==> src/rtl/accum_decoder_if.sv <==
// Handshake bundle between the running-sum producer, the operand consumer and accum_decoder.
interface accum_decoder_if;
  logic       in_valid;
  logic [3:0] in_sum;
  logic       in_carry;
  logic       in_ready;
  logic       out_valid;
  logic [3:0] out_data;
  logic       out_ready;
  logic       clr_err;
  logic       err;
  logic [7:0] err_cnt;

  // Decoder side.
  modport slave (
    input  in_valid,
    input  in_sum,
    input  in_carry,
    input  out_ready,
    input  clr_err,
    output in_ready,
    output out_valid,
    output out_data,
    output err,
    output err_cnt
  );

  // Producer/consumer side.
  modport master (
    output in_valid,
    output in_sum,
    output in_carry,
    output out_ready,
    output clr_err,
    input  in_ready,
    input  out_valid,
    input  out_data,
    input  err,
    input  err_cnt
  );
endinterface

==> src/rtl/accum_decoder.sv <==
// Recovers accumulator operands from successive running sums, checks the accumulator carry
// against the wrap implied by the sums, and queues operands in a small FIFO.
module accum_decoder #(
  parameter int unsigned DEPTH       = 4,
  parameter int unsigned STOP_ON_ERR = 1
) (
  input logic            clk,
  input logic            rst,
  accum_decoder_if.slave bus_io
);

  localparam int unsigned    PtrW      = (DEPTH > 1) ? $clog2(DEPTH) : 1;
  localparam logic [PtrW:0]  FullCnt   = (PtrW + 1)'(DEPTH);
  localparam logic [PtrW-1:0] LastPtr  = PtrW'(DEPTH - 1);
  localparam logic           StopOnErr = (STOP_ON_ERR != 0);

  typedef enum logic [1:0] {StIdle, StRun, StHalt} state_e;

  state_e          state_q, state_d;
  logic [3:0]      prev_sum_q, prev_sum_d;
  logic            err_q, err_d;
  logic [7:0]      err_cnt_q, err_cnt_d;
  logic [3:0]      mem_q [DEPTH];
  logic [PtrW-1:0] wr_ptr_q, wr_ptr_d;
  logic [PtrW-1:0] rd_ptr_q, rd_ptr_d;
  logic [PtrW:0]   cnt_q, cnt_d;

  logic       full, empty, in_ready, push, pop;
  logic       exp_carry, mismatch;
  logic [3:0] delta;

  assign full      = (cnt_q == FullCnt);
  assign empty     = (cnt_q == '0);
  assign in_ready  = !full && (state_q != StHalt);
  assign push      = bus_io.in_valid && in_ready;
  assign pop       = !empty && bus_io.out_ready;
  // Sum decreasing means the accumulator wrapped, so a carry must have been produced.
  assign exp_carry = (bus_io.in_sum < prev_sum_q);
  assign mismatch  = push && (exp_carry != bus_io.in_carry);
  assign delta     = bus_io.in_sum - prev_sum_q;

  assign bus_io.in_ready  = in_ready;
  assign bus_io.out_valid = !empty;
  assign bus_io.out_data  = mem_q[rd_ptr_q];
  assign bus_io.err       = err_q;
  assign bus_io.err_cnt   = err_cnt_q;

  // Next-state for decoder FSM, error tracking and FIFO bookkeeping.
  always_comb begin
    state_d    = state_q;
    prev_sum_d = prev_sum_q;
    err_d      = err_q;
    err_cnt_d  = err_cnt_q;
    wr_ptr_d   = wr_ptr_q;
    rd_ptr_d   = rd_ptr_q;
    cnt_d      = cnt_q;

    if (push) begin
      prev_sum_d = bus_io.in_sum;
      wr_ptr_d   = (wr_ptr_q == LastPtr) ? '0 : wr_ptr_q + 1'b1;
    end
    if (pop) begin
      rd_ptr_d = (rd_ptr_q == LastPtr) ? '0 : rd_ptr_q + 1'b1;
    end
    unique case ({push, pop})
      2'b10:   cnt_d = cnt_q + 1'b1;
      2'b01:   cnt_d = cnt_q - 1'b1;
      default: cnt_d = cnt_q;
    endcase

    // A new mismatch outranks a coincident clear.
    if (mismatch) begin
      err_d = 1'b1;
      if (err_cnt_q != 8'hFF) begin
        err_cnt_d = err_cnt_q + 8'd1;
      end
    end else if (bus_io.clr_err) begin
      err_d = 1'b0;
    end

    case (state_q)
      StIdle: begin
        if (push) begin
          state_d = (mismatch && StopOnErr) ? StHalt : StRun;
        end
      end
      StRun: begin
        if (mismatch && StopOnErr) begin
          state_d = StHalt;
        end
      end
      StHalt: begin
        if (bus_io.clr_err) begin
          state_d = StRun;
        end
      end
      default: state_d = StIdle;
    endcase
  end

  // State registers with synchronous reset.
  always_ff @(posedge clk) begin
    if (rst) begin
      state_q    <= StIdle;
      prev_sum_q <= '0;
      err_q      <= 1'b0;
      err_cnt_q  <= '0;
      wr_ptr_q   <= '0;
      rd_ptr_q   <= '0;
      cnt_q      <= '0;
    end else begin
      state_q    <= state_d;
      prev_sum_q <= prev_sum_d;
      err_q      <= err_d;
      err_cnt_q  <= err_cnt_d;
      wr_ptr_q   <= wr_ptr_d;
      rd_ptr_q   <= rd_ptr_d;
      cnt_q      <= cnt_d;
    end
  end

  // FIFO storage; contents are meaningless once the occupancy is reset.
  always_ff @(posedge clk) begin
    if (push) begin
      mem_q[wr_ptr_q] <= delta;
    end
  end

endmodule

==> src/flat_wrapper.sv <==
// flat-port wrapper written by rule: the top's interface ports become plain ports
module accum_decoder_flat 
#(
  parameter int unsigned DEPTH       = 4,
  parameter int unsigned STOP_ON_ERR = 1
)
  (clk, rst, bus_io_in_valid, bus_io_in_sum, bus_io_in_carry, bus_io_out_ready, bus_io_clr_err, bus_io_in_ready, bus_io_out_valid, bus_io_out_data, bus_io_err, bus_io_err_cnt);
  accum_decoder_if bus_io_i ();
  input logic clk;
  input logic rst;
  input wire logic [$bits(bus_io_i.in_valid)-1:0] bus_io_in_valid;
  input wire logic [$bits(bus_io_i.in_sum)-1:0] bus_io_in_sum;
  input wire logic [$bits(bus_io_i.in_carry)-1:0] bus_io_in_carry;
  input wire logic [$bits(bus_io_i.out_ready)-1:0] bus_io_out_ready;
  input wire logic [$bits(bus_io_i.clr_err)-1:0] bus_io_clr_err;
  output wire logic [$bits(bus_io_i.in_ready)-1:0] bus_io_in_ready;
  output wire logic [$bits(bus_io_i.out_valid)-1:0] bus_io_out_valid;
  output wire logic [$bits(bus_io_i.out_data)-1:0] bus_io_out_data;
  output wire logic [$bits(bus_io_i.err)-1:0] bus_io_err;
  output wire logic [$bits(bus_io_i.err_cnt)-1:0] bus_io_err_cnt;
  assign bus_io_i.in_valid = bus_io_in_valid;
  assign bus_io_i.in_sum = bus_io_in_sum;
  assign bus_io_i.in_carry = bus_io_in_carry;
  assign bus_io_i.out_ready = bus_io_out_ready;
  assign bus_io_i.clr_err = bus_io_clr_err;
  assign bus_io_in_ready = bus_io_i.in_ready;
  assign bus_io_out_valid = bus_io_i.out_valid;
  assign bus_io_out_data = bus_io_i.out_data;
  assign bus_io_err = bus_io_i.err;
  assign bus_io_err_cnt = bus_io_i.err_cnt;
  accum_decoder #(.DEPTH(DEPTH), .STOP_ON_ERR(STOP_ON_ERR)) u_core (.clk(clk), .rst(rst), .bus_io(bus_io_i));
endmodule
==> config.mk <==
export PLATFORM = sky130hd
export DESIGN_NAME = accum_decoder_flat
export DESIGN_NICKNAME = d
export VERILOG_FILES = /design/src/rtl/accum_decoder_if.sv /design/src/rtl/accum_decoder.sv /design/src/flat_wrapper.sv
export SDC_FILE = /design/constraint.sdc
export NUM_CORES = 1
export LEC_CHECK = 0
export BUFFER_PORTS_ARGS = -buffer_cell sky130_fd_sc_hd__buf_4
export CORE_MARGIN = 4
export CORE_UTILIZATION = 35
export DETAILED_ROUTE_END_ITERATION = 12
export SKIP_LAST_GASP = 1
export SLEW_MARGIN = 15
export SYNTH_ARGS = -nofsm -noshare
export SYNTH_HDL_FRONTEND = slang
export SYNTH_SLANG_ARGS = --single-unit
==> constraint.sdc <==
create_clock -name clk -period 3.4 [get_ports clk]
set_input_delay 0.17 -clock clk [delete_from_list [all_inputs] [get_ports clk]]
set_output_delay 0.17 -clock clk [all_outputs]
set_load 0.02 [all_outputs]
### Word-level counts from Yosys, hierarchy flattened

Memories as Yosys holds them, arrays and structs flattened. A register that Yosys moved wholly into a read port is not among the register bits.
Index checks and enable logic that the tools add are counted.

* register bits after elaboration: 22
* logic and storage cells: 54
* memories: 1
* bits in writable memories: 16
* output and inout bits: 15
* bits of input ports: 10

* multiplexer cells: 14
* $lt $le $gt $ge: 1
* reduce and logical (&&, ||, !) cells: 12
* add/subtract/negate cells: 6
* equal/unequal tests: 13

Memory list
* u_core.mem_q: depth 4, width 4, rd ports 1, clocked after Yosys merged registers in 1, wr ports 1, RTL line accum_decoder.sv:23 `logic [3:0] mem_q [DEPTH];`

Operators by type and width (number)
* $mux 2: 8
* $add 8x1->8 const B: 1
* $eq 2x2->1 const B: 4
* $ne 8x8->1 const B: 1
* $pmux 2 s3: 1
* $pmux 3 s2: 1
* $add 2x1->2 const B: 2
* $eq 2x1->1 const B: 2
* $logic_and 1x1->1: 4
* $lt 4x4->1: 1
* $mux 1: 4
* $ne 2x1->1 const B: 2
* $ne 2x2->1 const B: 2
* $reduce_bool 2->1: 2
* $sub 4x4->4: 1
* $add 3x1->3 const B: 1
* $eq 3x3->1 const B: 1
* $logic_not 3->1: 1
* $reduce_and 3->1: 1
* $sub 3x1->3 const B: 1
* $logic_not 1->1: 2
* $logic_not 2->1: 1
* $reduce_and 2->1: 1
* $ne 1x1->1: 1

### Depth between registers and ports, before layout

Gate-level depths: netlist of the first run.

* depth after elaboration: 8
* depth in mapped cells: 11
* depth with buffers taken out: 10

### Least setup slack after synthesis of the first run

OpenSTA, ideal clock, no wires.

* path kind: register -> register
* start: reg u_core.state_q[1]
* end: reg u_core.cnt_q[2]
* arrival time: 2.523 ns
* path slack: 0.806 ns
* library setup time: 0.070 ns
* data required time: 3.330 ns
* period minus slack after synthesis: 2.594 ns
* stages on the path, launching flop included: 12
* buffers on the path: 1
* cells stage by stage: dfxtp_1 nor2b_1 nor2_2 and2_1 buf_4 inv_4 ha_1 inv_1 fa_1 xor2_1 or3_2 a21oi_1

* longest elaborated chain between the ends: 5
* elaborated cells between the ends (all ways): 7
* classes of those cells: eq/ne: 3; mux: 1; reduce/logical: 3

RTL lines
* from (decl): RTL line accum_decoder.sv:19 `state_e state_q, state_d;`
* from (signal assigned): RTL line accum_decoder.sv:104 `state_q <= StIdle;`
* from (signal assigned): RTL line accum_decoder.sv:112 `state_q <= state_d;`
* $ne 2x2->1 *: RTL line accum_decoder.sv:34 `assign in_ready = !full && (state_q != StHalt);`
* $logic_and 1x1->1 *: RTL line accum_decoder.sv:34
* named net bus_io_in_ready: RTL line flat_wrapper.sv:16 `output wire logic [$bits(bus_io_i.in_ready)-1:0] bus_io_in_ready;`
* $logic_and 1x1->1 *: RTL line accum_decoder.sv:35 `assign push = bus_io.in_valid && in_ready;`
* $eq 2x1->1 / $eq 2x2->1 (equally long branches): RTL line accum_decoder.sv:65 `unique case ({push, pop})`
* $pmux 3 s2 / $reduce_bool 2->1 (equally long branches)
* to (signal assigned): RTL line accum_decoder.sv:118 `cnt_q <= cnt_d;`
* to (decl): RTL line accum_decoder.sv:26 `logic [PtrW:0] cnt_q, cnt_d;`

Mark *: on every way through the listed nets, which the timed path passes. The rest lies on a longest branch.
A chain may end at the register's enable or synchronous reset.

### Final worst setup path of the first run

* start: reg u_core.state_q[1]
* end: reg u_core.cnt_q[2]

* longest elaborated chain between the ends: 5
* elaborated cells between the ends (all ways): 7
* classes of those cells: eq/ne: 3; mux: 1; reduce/logical: 3

RTL lines (RTL line)
* $ne 2x2->1 *: accum_decoder.sv:34
* $logic_and 1x1->1 *: accum_decoder.sv:34
* $logic_and 1x1->1 *: accum_decoder.sv:35
* $eq 2x1->1 / $eq 2x2->1 (equally long branches): accum_decoder.sv:65
* $pmux 3 s2 / $reduce_bool 2->1 (equally long branches)

Mark *: on every way between the ends. The rest lies on a longest branch, timed or not.

==> impl_metrics.py, run 1 <==
metrics = {
    "yosys": {
        "gate_count_of_the_mapped_netlist": 179,
        "synthDistinctLibCells": 41,
        "syn-mean-instance-area_um2": 10.72,
        "yosysWarnings": 0,
        "synth_fp_nets": 202,
        "ys.flop_type": "dfxtp_1",
        "synth_seq_cells": 40,
        "async_reset_ff_frac": 0,
        "synth_sequential_area_ratio": 0.5010,
        "synth_area_mm2": 0.001918,
        "number_of_enable_type_register_cells_in_the_synthesized_netlist": 16,
    },
    "timing": {
        "setup_slack_ps": 641.1,
        "skew_ps": 8.192,
        "setup_repair_after_global_routing_missed_its_margin": "false",
        "timing.final.crit_share": 0.8114,
        "report.final.slew_viol_count": 0,
        "finalWorstPathRequiredPeriod_ps": 2759,
        "report.final.setup_viol": 0,
        "max_freq_ghz": 0.3625,
        "fin_setup_tns_ps": 0,
        "worstMarginPinSlew_ps": 988.0,
        "final_hold_viol_count": 0,
        "slew_headroom": 0.3363,
    },
    "detailed_routing": {
        "drc": 0,
        "post_drt_wl_per_cell_um": 12.29,
        "drtAntennaViolNets": 0,
        "wl_um": 3393,
        "detail_route.iter0.violations": 52,
        "drt-pass1-iter-count": 4,
        "drt-vias-per-instance": 4.754,
        "route.vias.total": 1312,
    },
    "hold_path": {
        "hold_start": "bus_io_in_sum[0]",
        "min_to": "u_core.prev_sum_q[0]$_SDFFE_PP0P_",
        "min_path_type": "input pin to flip-flop",
        "whs_path_depth": 3,
    },
    "cts": {
        "insertion_delay_ps": 290,
        "cts_setup_buffers": 0,
        "postcts_resize_cnt": 0,
        "tritoncts_clock_tree": "yes",
        "root_buffer": "clkbuf_8",
        "cts_made_buffers": 5,
        "clock_path_buffers": 2,
        "cts.htree.levels": 2,
        "ctsHoldBuffers": 0,
        "cts.clk_slew.worst_paths_ps": 80,
        "cts.sinks": 40,
    },
    "status": {
        "run_status": "complete, no violations",
    },
    "layout": {
        "multi_input_comb_area_um2": 855.8,
        "fraction_of_final_layout_cells_sized_beyond_drive_strength_1": 0.2233,
        "antenna-diode-count": 0,
        "area.growth.synth_to_final_pct": 18.13,
        "seqCellArea_um2": 960.9,
        "layout.cells.most_common_list": "dfxtp_1, buf_4, nand2_1, a21oi_1, inv_1",
        "nNetsFinal": 228,
        "filler_cell_count": 537,
    },
    "grt": {
        "via_count_of_the_first_global_routing_pass": 1260,
        "grt_first_pass_wirelength_um": 5878,
        "global_route.overflow_total": 0,
        "grt.total_usage": 0.1143,
        "layer_with_the_highest_usage_after_global_routing": "met2",
        "met3_usage": 0.04167,
        "grt_max_degree": 24,
        "antenna_found_initial": 0,
        "grt_use_met2": 0.1809,
        "grtUsageMet1": 0.1431,
    },
    "placed_design": {
        "portBuffers": 24,
        "hpwl_um": 2482,
        "routabilityCongestion": 0.7133,
        "preCtsSetupSlack_ps": 690.1,
    },
    "worst_setup_path": {
        "crit_path_max_incr_delay_ps": 450,
        "worstReg2RegStart": "u_core.state_q[1]$_SDFFE_PP0P_",
        "crit_family": "simple AND/OR/NAND/NOR gates",
        "setup.worst_path.end_class": "flip-flop",
        "crit_path_max_fanout": 10,
        "worstPathRequired_ps": 3620,
        "worstPathArrival_ps": 2980,
        "crit_type": "flip-flop to flip-flop",
        "cp-start-kind": "flip-flop",
        "reg2reg_to": "u_core.cnt_q[2]$_SDFFE_PP0P_",
        "reg2reg_setup_slack_ps": 640,
        "worstPathCellList": "nor2b_1 -> nor2_2 -> and2_1 -> inv_4 -> ha_1 -> inv_1 -> fa_1 -> xor2_1 -> or3_2 -> a21oi_1",
        "critical_path.n_buffers_inverters": 2,
        "worst_r2r_path_depth": 10,
        "cell_type_of_the_slowest_stage_on_the_worst_timing_path": "nor2b_1",
    },
    "run": {
        "max_cap_viol_count": 0,
    },
    "floorplanning": {
        "dieWidth_um": 82.03,
        "pin_count": 25,
        "start_util": 0.3685,
        "floorplan.die_area_mm2": 0.006729,
        "die_height_um": 82.03,
        "row_count": 26,
        "design.core.area_mm2": 0.005205,
    },
    "pwr": {
        "powerDensity_mw_per_mm2": 647.4,
        "leakage_uw": 0.0008711,
        "vdd_ir_drop_max_v": 0.0002394,
    },
}
-- worst max path at each step --
stage / start / end / slack (ps) / depth (start not counted)
2_1_floorplan: u_core.state_q[1]$_SDFFE_PP0P_ / u_core.cnt_q[2]$_SDFFE_PP0P_ / 810 / 11
3_3_place_gp: u_core.state_q[1]$_SDFFE_PP0P_ / u_core.cnt_q[2]$_SDFFE_PP0P_ / 790 / 10
3_5_place_dp: u_core.state_q[1]$_SDFFE_PP0P_ / u_core.cnt_q[2]$_SDFFE_PP0P_ / 690 / 10
4_1_cts: u_core.state_q[1]$_SDFFE_PP0P_ / u_core.cnt_q[2]$_SDFFE_PP0P_ / 620 / 10
5_1_grt: u_core.state_q[1]$_SDFFE_PP0P_ / u_core.cnt_q[2]$_SDFFE_PP0P_ / 460 / 10
6_report: u_core.state_q[1]$_SDFFE_PP0P_ / u_core.cnt_q[2]$_SDFFE_PP0P_ / 640 / 10
-- routing by layer --
layer / wire [um] / part of all wire
met1: 1615 / 0.48
met5: 0 / 0
met3: 192 / 0.057
met4: 49 / 0.014
met2: 1535 / 0.45
-- state kept, by name, indices dropped and copies added (netlist names), named ones only --
register               count
u_core.prev_sum_q          4
u_core.cnt_q               3
u_core.wr_ptr_q            2
u_core.bus_io.err_cnt      8
u_core.bus_io.err          1
u_core.mem_q              16
u_core.rd_ptr_q            2
u_core.state_q             2
-- area by class of cell --
cell class                      instances  share of cell area
Tap cell                               70             0.03865
Clock buffer                            5             0.03037
Sequential cell                        40              0.4241
Multi-Input combinational cell        116              0.3777
Clock inverter                          3             0.01877
Timing Repair Buffer                   24             0.07951
Inverter                               18             0.03092
-- cells in the mapped netlist (4+ instances only) --
cell type | number | area, um2
o31ai_1 | 4 | 30.03
nor3_1 | 5 | 25.02
dfxtp_1 | 24 | 480.5
and3_1 | 4 | 25.02
nand3_1 | 4 | 20.02
edfxtp_1 | 16 | 480.5
nor2_1 | 9 | 33.78
nand2_1 | 19 | 71.32
or3_2 | 5 | 37.54
ha_1 | 11 | 137.6
inv_1 | 17 | 63.81
mux4_2 | 4 | 90.09
a21oi_1 | 19 | 95.09
-- through the flow --
stage	hold WS (ps)	instances	total power, uW	instance area, um2	util
CTS	127.9	276	1483	2266	0.4353
global placement	447.5	268	1093	2155	0.4139
finish	138.6	276	1467	2266	0.4353
global route	142.9	276	1560	2266	0.4353
detailed placement	445.7	268	1095	2155	0.4139
floorplan	306.0	179	964.4	1918	-
-- report_power, final --
group / internal (uW) / switching, uW / leakage, uW
combinational: 203 / 248 / 0.000478
sequential: 581 / 49.6 / 0.000342
clock: 217 / 169 / 0.0000503
total: 1000 / 467 / 0.000871
-- cell families (layout without fill, tap and decap cells) --
kind of cell,after synthesis,in the layout,share of synthesized area
simple gates,60,60,0.1722
flops,40,40,0.5010
compound gates,32,32,0.09916
buf+inv,23,50,0.05284
fa+ha+maj,13,13,0.09263
mux,6,6,0.05936
xor+xnor,5,5,0.02284
-- worst reg2reg max path, delay by kind of cell, from the launching register on --
| family | cells | cell delay [ps] |
|---|---|---|
| adders and majority gates | 2 | 560 |
| DFF | 1 | 360 |
| xor gates and xnor gates | 1 | 160 |
| buffers and inverters | 2 | 200 |
| and+or+nand+nor | 4 | 1270 |
| AOI/OAI and AO/OA | 1 | 140 |
Note: power is estimated with default switching activity, not from simulation.
==> run 2: changes to the inputs <==
clock period = 2.2 ns   (was 3.4 ns; I/O delays follow)
==> impl_metrics.py, run 2 (synthesis results as in run 1) <==
metrics = {
    "floorplanning": {
        "dieWidth_um": 82.03,
        "row_count": 26,
        "design.core.area_mm2": 0.005205,
        "pin_count": 25,
        "floorplan.die_area_mm2": 0.006729,
        "die_height_um": 82.03,
        "start_util": 0.3685,
    },
    "timing": {
        "report.final.setup_viol": 0,
        "slew_headroom": 0.6776,
        "worstMarginPinSlew_ps": 479.8,
        "final_hold_viol_count": 0,
        "timing.final.crit_share": 0.9663,
        "fin_worst_hold_slack_ps": 75.45,
        "finalWorstPathRequiredPeriod_ps": 2126,
        "max_freq_ghz": 0.4704,
        "setup_repair_after_global_routing_missed_its_margin": "true",
        "skew_ps": 8.478,
        "report.final.slew_viol_count": 0,
    },
    "cts": {
        "cts.clk_slew.worst_paths_ps": 80,
        "tritoncts_clock_tree": "yes",
        "cts_made_buffers": 5,
        "cts.sinks": 40,
        "ctsHoldBuffers": 0,
        "insertion_delay_ps": 290,
        "root_buffer": "clkbuf_8",
        "cts.htree.levels": 2,
        "clock_path_buffers": 2,
    },
    "pwr": {
        "powerDensity_mw_per_mm2": 1018,
        "total_power_uw": 2528,
        "vdd_ir_drop_max_v": 0.0004338,
        "leakage_uw": 0.0009586,
    },
    "layout": {
        "filler_cell_count": 509,
        "nNetsFinal": 240,
        "regMostFlops": "u_core.mem_q",
        "fraction_of_final_layout_cells_sized_beyond_drive_strength_1": 0.3303,
        "multi_input_comb_area_um2": 960.9,
        "stdcell_count": 288,
        "number_of_flip_flops_in_the_largest_register": 16,
        "most_frequent_standard_cell_in_the_layout_excluding_fill_and_tap_cells": "buf_4",
        "seqCellArea_um2": 964.7,
        "area.growth.synth_to_final_pct": 29.48,
        "layout.cells.most_common_list": "buf_4, dfxtp_1, nand2_1",
        "antenna-diode-count": 0,
    },
    "worst_setup_path": {
        "worstPathRequired_ps": 2420,
        "crit_path_max_fanout": 6,
        "reg2reg_setup_slack_ps": 70,
        "setup.worst_path.end_class": "flip-flop",
        "cp-start-kind": "flip-flop",
        "crit_type": "flip-flop to flip-flop",
        "worstPathArrival_ps": 2340,
    },
    "detailed_routing": {
        "post_drt_wl_per_cell_um": 12.53,
        "route.vias.total": 1397,
        "drtAntennaViolNets": 0,
        "drt-pass1-iter-count": 4,
        "wl_um": 3610,
        "detail_route.iter0.violations": 37,
        "drc": 0,
        "drt-vias-per-instance": 4.851,
    },
    "placed_design": {
        "dp_cells": 277,
        "hpwl_um": 2609,
        "portBuffers": 24,
        "routabilityCongestion": 0.7376,
    },
    "grt": {
        "grt.total_usage": 0.1207,
        "antenna_found_initial": 0,
        "via_count_of_the_first_global_routing_pass": 1388,
        "grt_max_degree": 24,
        "grt_first_pass_wirelength_um": 6175,
        "global_route.overflow_total": 0,
    },
    "status": {
        "run_status": "complete, no violations",
    },
    "hold_path": {
        "min_path_type": "input pin to flip-flop",
    },
    "run": {
        "max_cap_viol_count": 0,
    },
}
## run 2: per-layer routing
metal  GRT usage  vias to the layer above  part of all wire
li1            -                      706                 -
met1      0.1498                      656              0.47
met2      0.1987                       30              0.47
met3     0.03070                        5             0.045
met4     0.04983                        0             0.013
met5           0                        -                 0
## run 2: stage by stage
step / TNS [ps] / setup slack, ps / area (um2) / util
floorplan: -30.63 / -30.63 / 1971 / -
global placement: -49.58 / -43.39 / 2271 / 0.4363
detailed placement: -256.3 / -78.12 / 2271 / 0.4363
CTS: 0 / 39.87 / 2462 / 0.4731
global route: -51.00 / -35.67 / 2484 / 0.4772
finish: 0 / 74.12 / 2484 / 0.4772
## run 2: path summary, 6_finish.rpt
path | startpoint | endpoint | depth (start not counted)
setup reg to reg | u_core.cnt_q[2]$_SDFFE_PP0P_ | u_core.cnt_q[2]$_SDFFE_PP0P_ | 10
hold reg to reg | u_core.prev_sum_q[2]$_SDFFE_PP0P_ | u_core.prev_sum_q[2]$_SDFFE_PP0P_ | 2
hold / removal | bus_io_in_sum[0] | u_core.prev_sum_q[0]$_SDFFE_PP0P_ | 3
setup / recovery | u_core.cnt_q[2]$_SDFFE_PP0P_ | u_core.cnt_q[2]$_SDFFE_PP0P_ | 10
## run 2: layout make-up
type	instances	share of cell area
Inverter	18	0.03023
Clock buffer	6	0.02922
Sequential cell	40	0.3884
Multi-Input combinational cell	117	0.3869
Tap cell	70	0.03526
Timing Repair Buffer	35	0.1058
Clock inverter	2	0.02418
## run 2: timing repair
action,in CTS,in global routing
buffers inserted,1,1
setup endpoints to repair,6,6
pin swaps,0,4
gates cloned,1,0
resized for setup,5,4
## run 2: critical path: stages (launching register included)
cell     delay (ps)
dfxtp_2         360
nor3b_4         260
nor2_4           80
and2_4          190
inv_8            50
ha_4            130
inv_2            40
fa_2            350
xor2_1          170
or3_4           320
a21oi_1         110
## run 2: where the power goes
part           internal (uW)  total [uW]  leakage, uW  switching, uW
sequential               903         989     0.000344           85.8
clock                    453         702    0.0000654            248
combinational            413         837     0.000550            424
total                   1770        2530     0.000959            758
==> run 3: changes to the inputs <==
CORE_MARGIN = 2   (was 4)
REMOVE_ABC_BUFFERS = 1   (was unset)
==> impl_metrics.py, run 3 (synthesis results as in run 1) <==
metrics = {
    "grt": {
        "via_count_of_the_first_global_routing_pass": 1346,
        "global_route.overflow_total": 0,
        "grt.total_usage": 0.1352,
        "grt_max_degree": 24,
        "antenna_found_initial": 0,
        "grt_first_pass_wirelength_um": 6458,
    },
    "timing": {
        "max_freq_ghz": 0.4697,
        "finalWorstPathRequiredPeriod_ps": 2129,
        "final_hold_viol_count": 0,
        "setup_repair_after_global_routing_missed_its_margin": "true",
        "timing.final.crit_share": 0.9676,
        "worstMarginPinSlew_ps": 506.8,
        "fin_worst_hold_slack_ps": 77.46,
        "slew_headroom": 0.6595,
        "report.final.setup_viol": 0,
        "report.final.slew_viol_count": 0,
        "skew_ps": 5.042,
    },
    "worst_setup_path": {
        "crit_type": "flip-flop to flip-flop",
        "worstPathRequired_ps": 2420,
        "worstPathArrival_ps": 2350,
        "crit_path_max_fanout": 6,
        "setup.worst_path.end_class": "flip-flop",
        "cp-start-kind": "flip-flop",
    },
    "placed_design": {
        "routabilityCongestion": 0.7628,
        "portBuffers": 24,
        "hpwl_um": 2635,
        "dp_cells": 283,
    },
    "detailed_routing": {
        "post_drt_wl_per_cell_um": 12.99,
        "drtAntennaViolNets": 0,
        "detail_route.iter0.violations": 70,
        "drt-vias-per-instance": 4.799,
        "wl_um": 3819,
        "drc": 0,
        "drt-pass1-iter-count": 4,
        "route.vias.total": 1411,
    },
    "run": {
        "max_cap_viol_count": 0,
    },
    "layout": {
        "area.growth.synth_to_final_pct": 31.05,
        "layout.cells.most_common_list": "buf_4, dfxtp_1, nand2_1",
        "nNetsFinal": 246,
        "regMostFlops": "u_core.mem_q",
        "filler_cell_count": 506,
        "antenna-diode-count": 0,
        "finalCoreUtilization": 0.4829,
        "number_of_flip_flops_in_the_largest_register": 16,
        "most_frequent_standard_cell_in_the_layout_excluding_fill_and_tap_cells": "buf_4",
        "fraction_of_final_layout_cells_sized_beyond_drive_strength_1": 0.3438,
        "stdcell_count": 294,
    },
    "pwr": {
        "powerDensity_mw_per_mm2": 1032,
        "leakage_uw": 0.0009828,
        "vdd_ir_drop_max_v": 0.0004317,
        "total_power_uw": 2594,
    },
    "cts": {
        "tritoncts_clock_tree": "yes",
        "cts_made_buffers": 5,
        "root_buffer": "clkbuf_8",
        "cts.htree.levels": 2,
        "cts.clk_slew.worst_paths_ps": 80,
        "clock_path_buffers": 2,
        "cts.sinks": 40,
        "ctsHoldBuffers": 0,
        "insertion_delay_ps": 290,
    },
    "floorplanning": {
        "die_height_um": 78.03,
        "dieWidth_um": 78.03,
        "floorplan.die_area_mm2": 0.006089,
        "start_util": 0.3685,
        "pin_count": 25,
        "design.core.area_mm2": 0.005205,
        "row_count": 26,
    },
    "status": {
        "run_status": "complete, no violations",
    },
    "hold_path": {
        "min_path_type": "input pin to flip-flop",
    },
}
==> run 3: final cells by class <==
| type | count | area, um2 | share of cell area |
|---|---|---|---|
| Clock inverter | 2 | 60.06 | 0.02389 |
| Tap cell | 70 | 87.58 | 0.03484 |
| Sequential cell | 40 | 963.4 | 0.3833 |
| Multi-Input combinational cell | 117 | 952.2 | 0.3788 |
| Inverter | 18 | 70.07 | 0.02787 |
| Clock buffer | 6 | 72.57 | 0.02887 |
| Timing Repair Buffer | 41 | 307.8 | 0.1224 |
==> run 3: through the flow <==
| step | worst slack [ps] | setup TNS (ps) | area, um2 |
|---|---|---|---|
| final | 71.18 | 0 | 2514 |
| after global routing | -16.42 | -20.60 | 2514 |
| after CTS | 9.415 | 0 | 2480 |
| after detailed placement | -95.85 | -749.0 | 2267 |
| after global placement | -61.65 | -200.3 | 2267 |
| after floorplan | -356.7 | -367.7 | 1887 |
==> run 3: worst paths after layout <==
check | start | endpoint | slack [ps] | cells after the start
max | u_core.prev_sum_q[0]$_SDFFE_PP0P_ | u_core.bus_io.err_cnt[4]$_SDFFE_PP0P_ | 70 | 7
min | bus_io_in_sum[2] | u_core.prev_sum_q[2]$_SDFFE_PP0P_ | 80 | 3
max reg2reg | u_core.prev_sum_q[0]$_SDFFE_PP0P_ | u_core.bus_io.err_cnt[4]$_SDFFE_PP0P_ | 70 | 7
min reg2reg | u_core.prev_sum_q[3]$_SDFFE_PP0P_ | u_core.prev_sum_q[3]$_SDFFE_PP0P_ | 460 | 2
==> run 3: worst max-delay path, cell delays in order, from the launching register on <==
cell and delay, ps:
dfxtp_1 320, ha_2 180, fa_2 340, nand2b_4 160, o2bb2ai_4 170, mux2i_4 220, or4_1 520, a21oi_1 150
==> run 3: metal layers <==
metal  vias up  wire [um]  track usage
li1        716          -            -
met2        33       1955       0.2241
met4         0         51      0.05088
met1       656       1624       0.1695
met5         -          0            0
met3         6        187      0.03563
==> run 3: what timing repair did <==
| action | 4_1_cts | 5_1_grt |
|---|---|---|
| cloned | 1 | 0 |
| resized for setup | 10 | 9 |
| setup endpoints to repair | 10 | 4 |
| buffers inserted | 2 | 0 |
| pin swaps | 2 | 4 |
==> run 3: where the power goes <==
group | internal, uW | switching (uW) | total (uW)
clock network | 453 | 245 | 699
logic | 463 | 455 | 918
registers | 901 | 76.2 | 978
total | 1820 | 776 | 2590
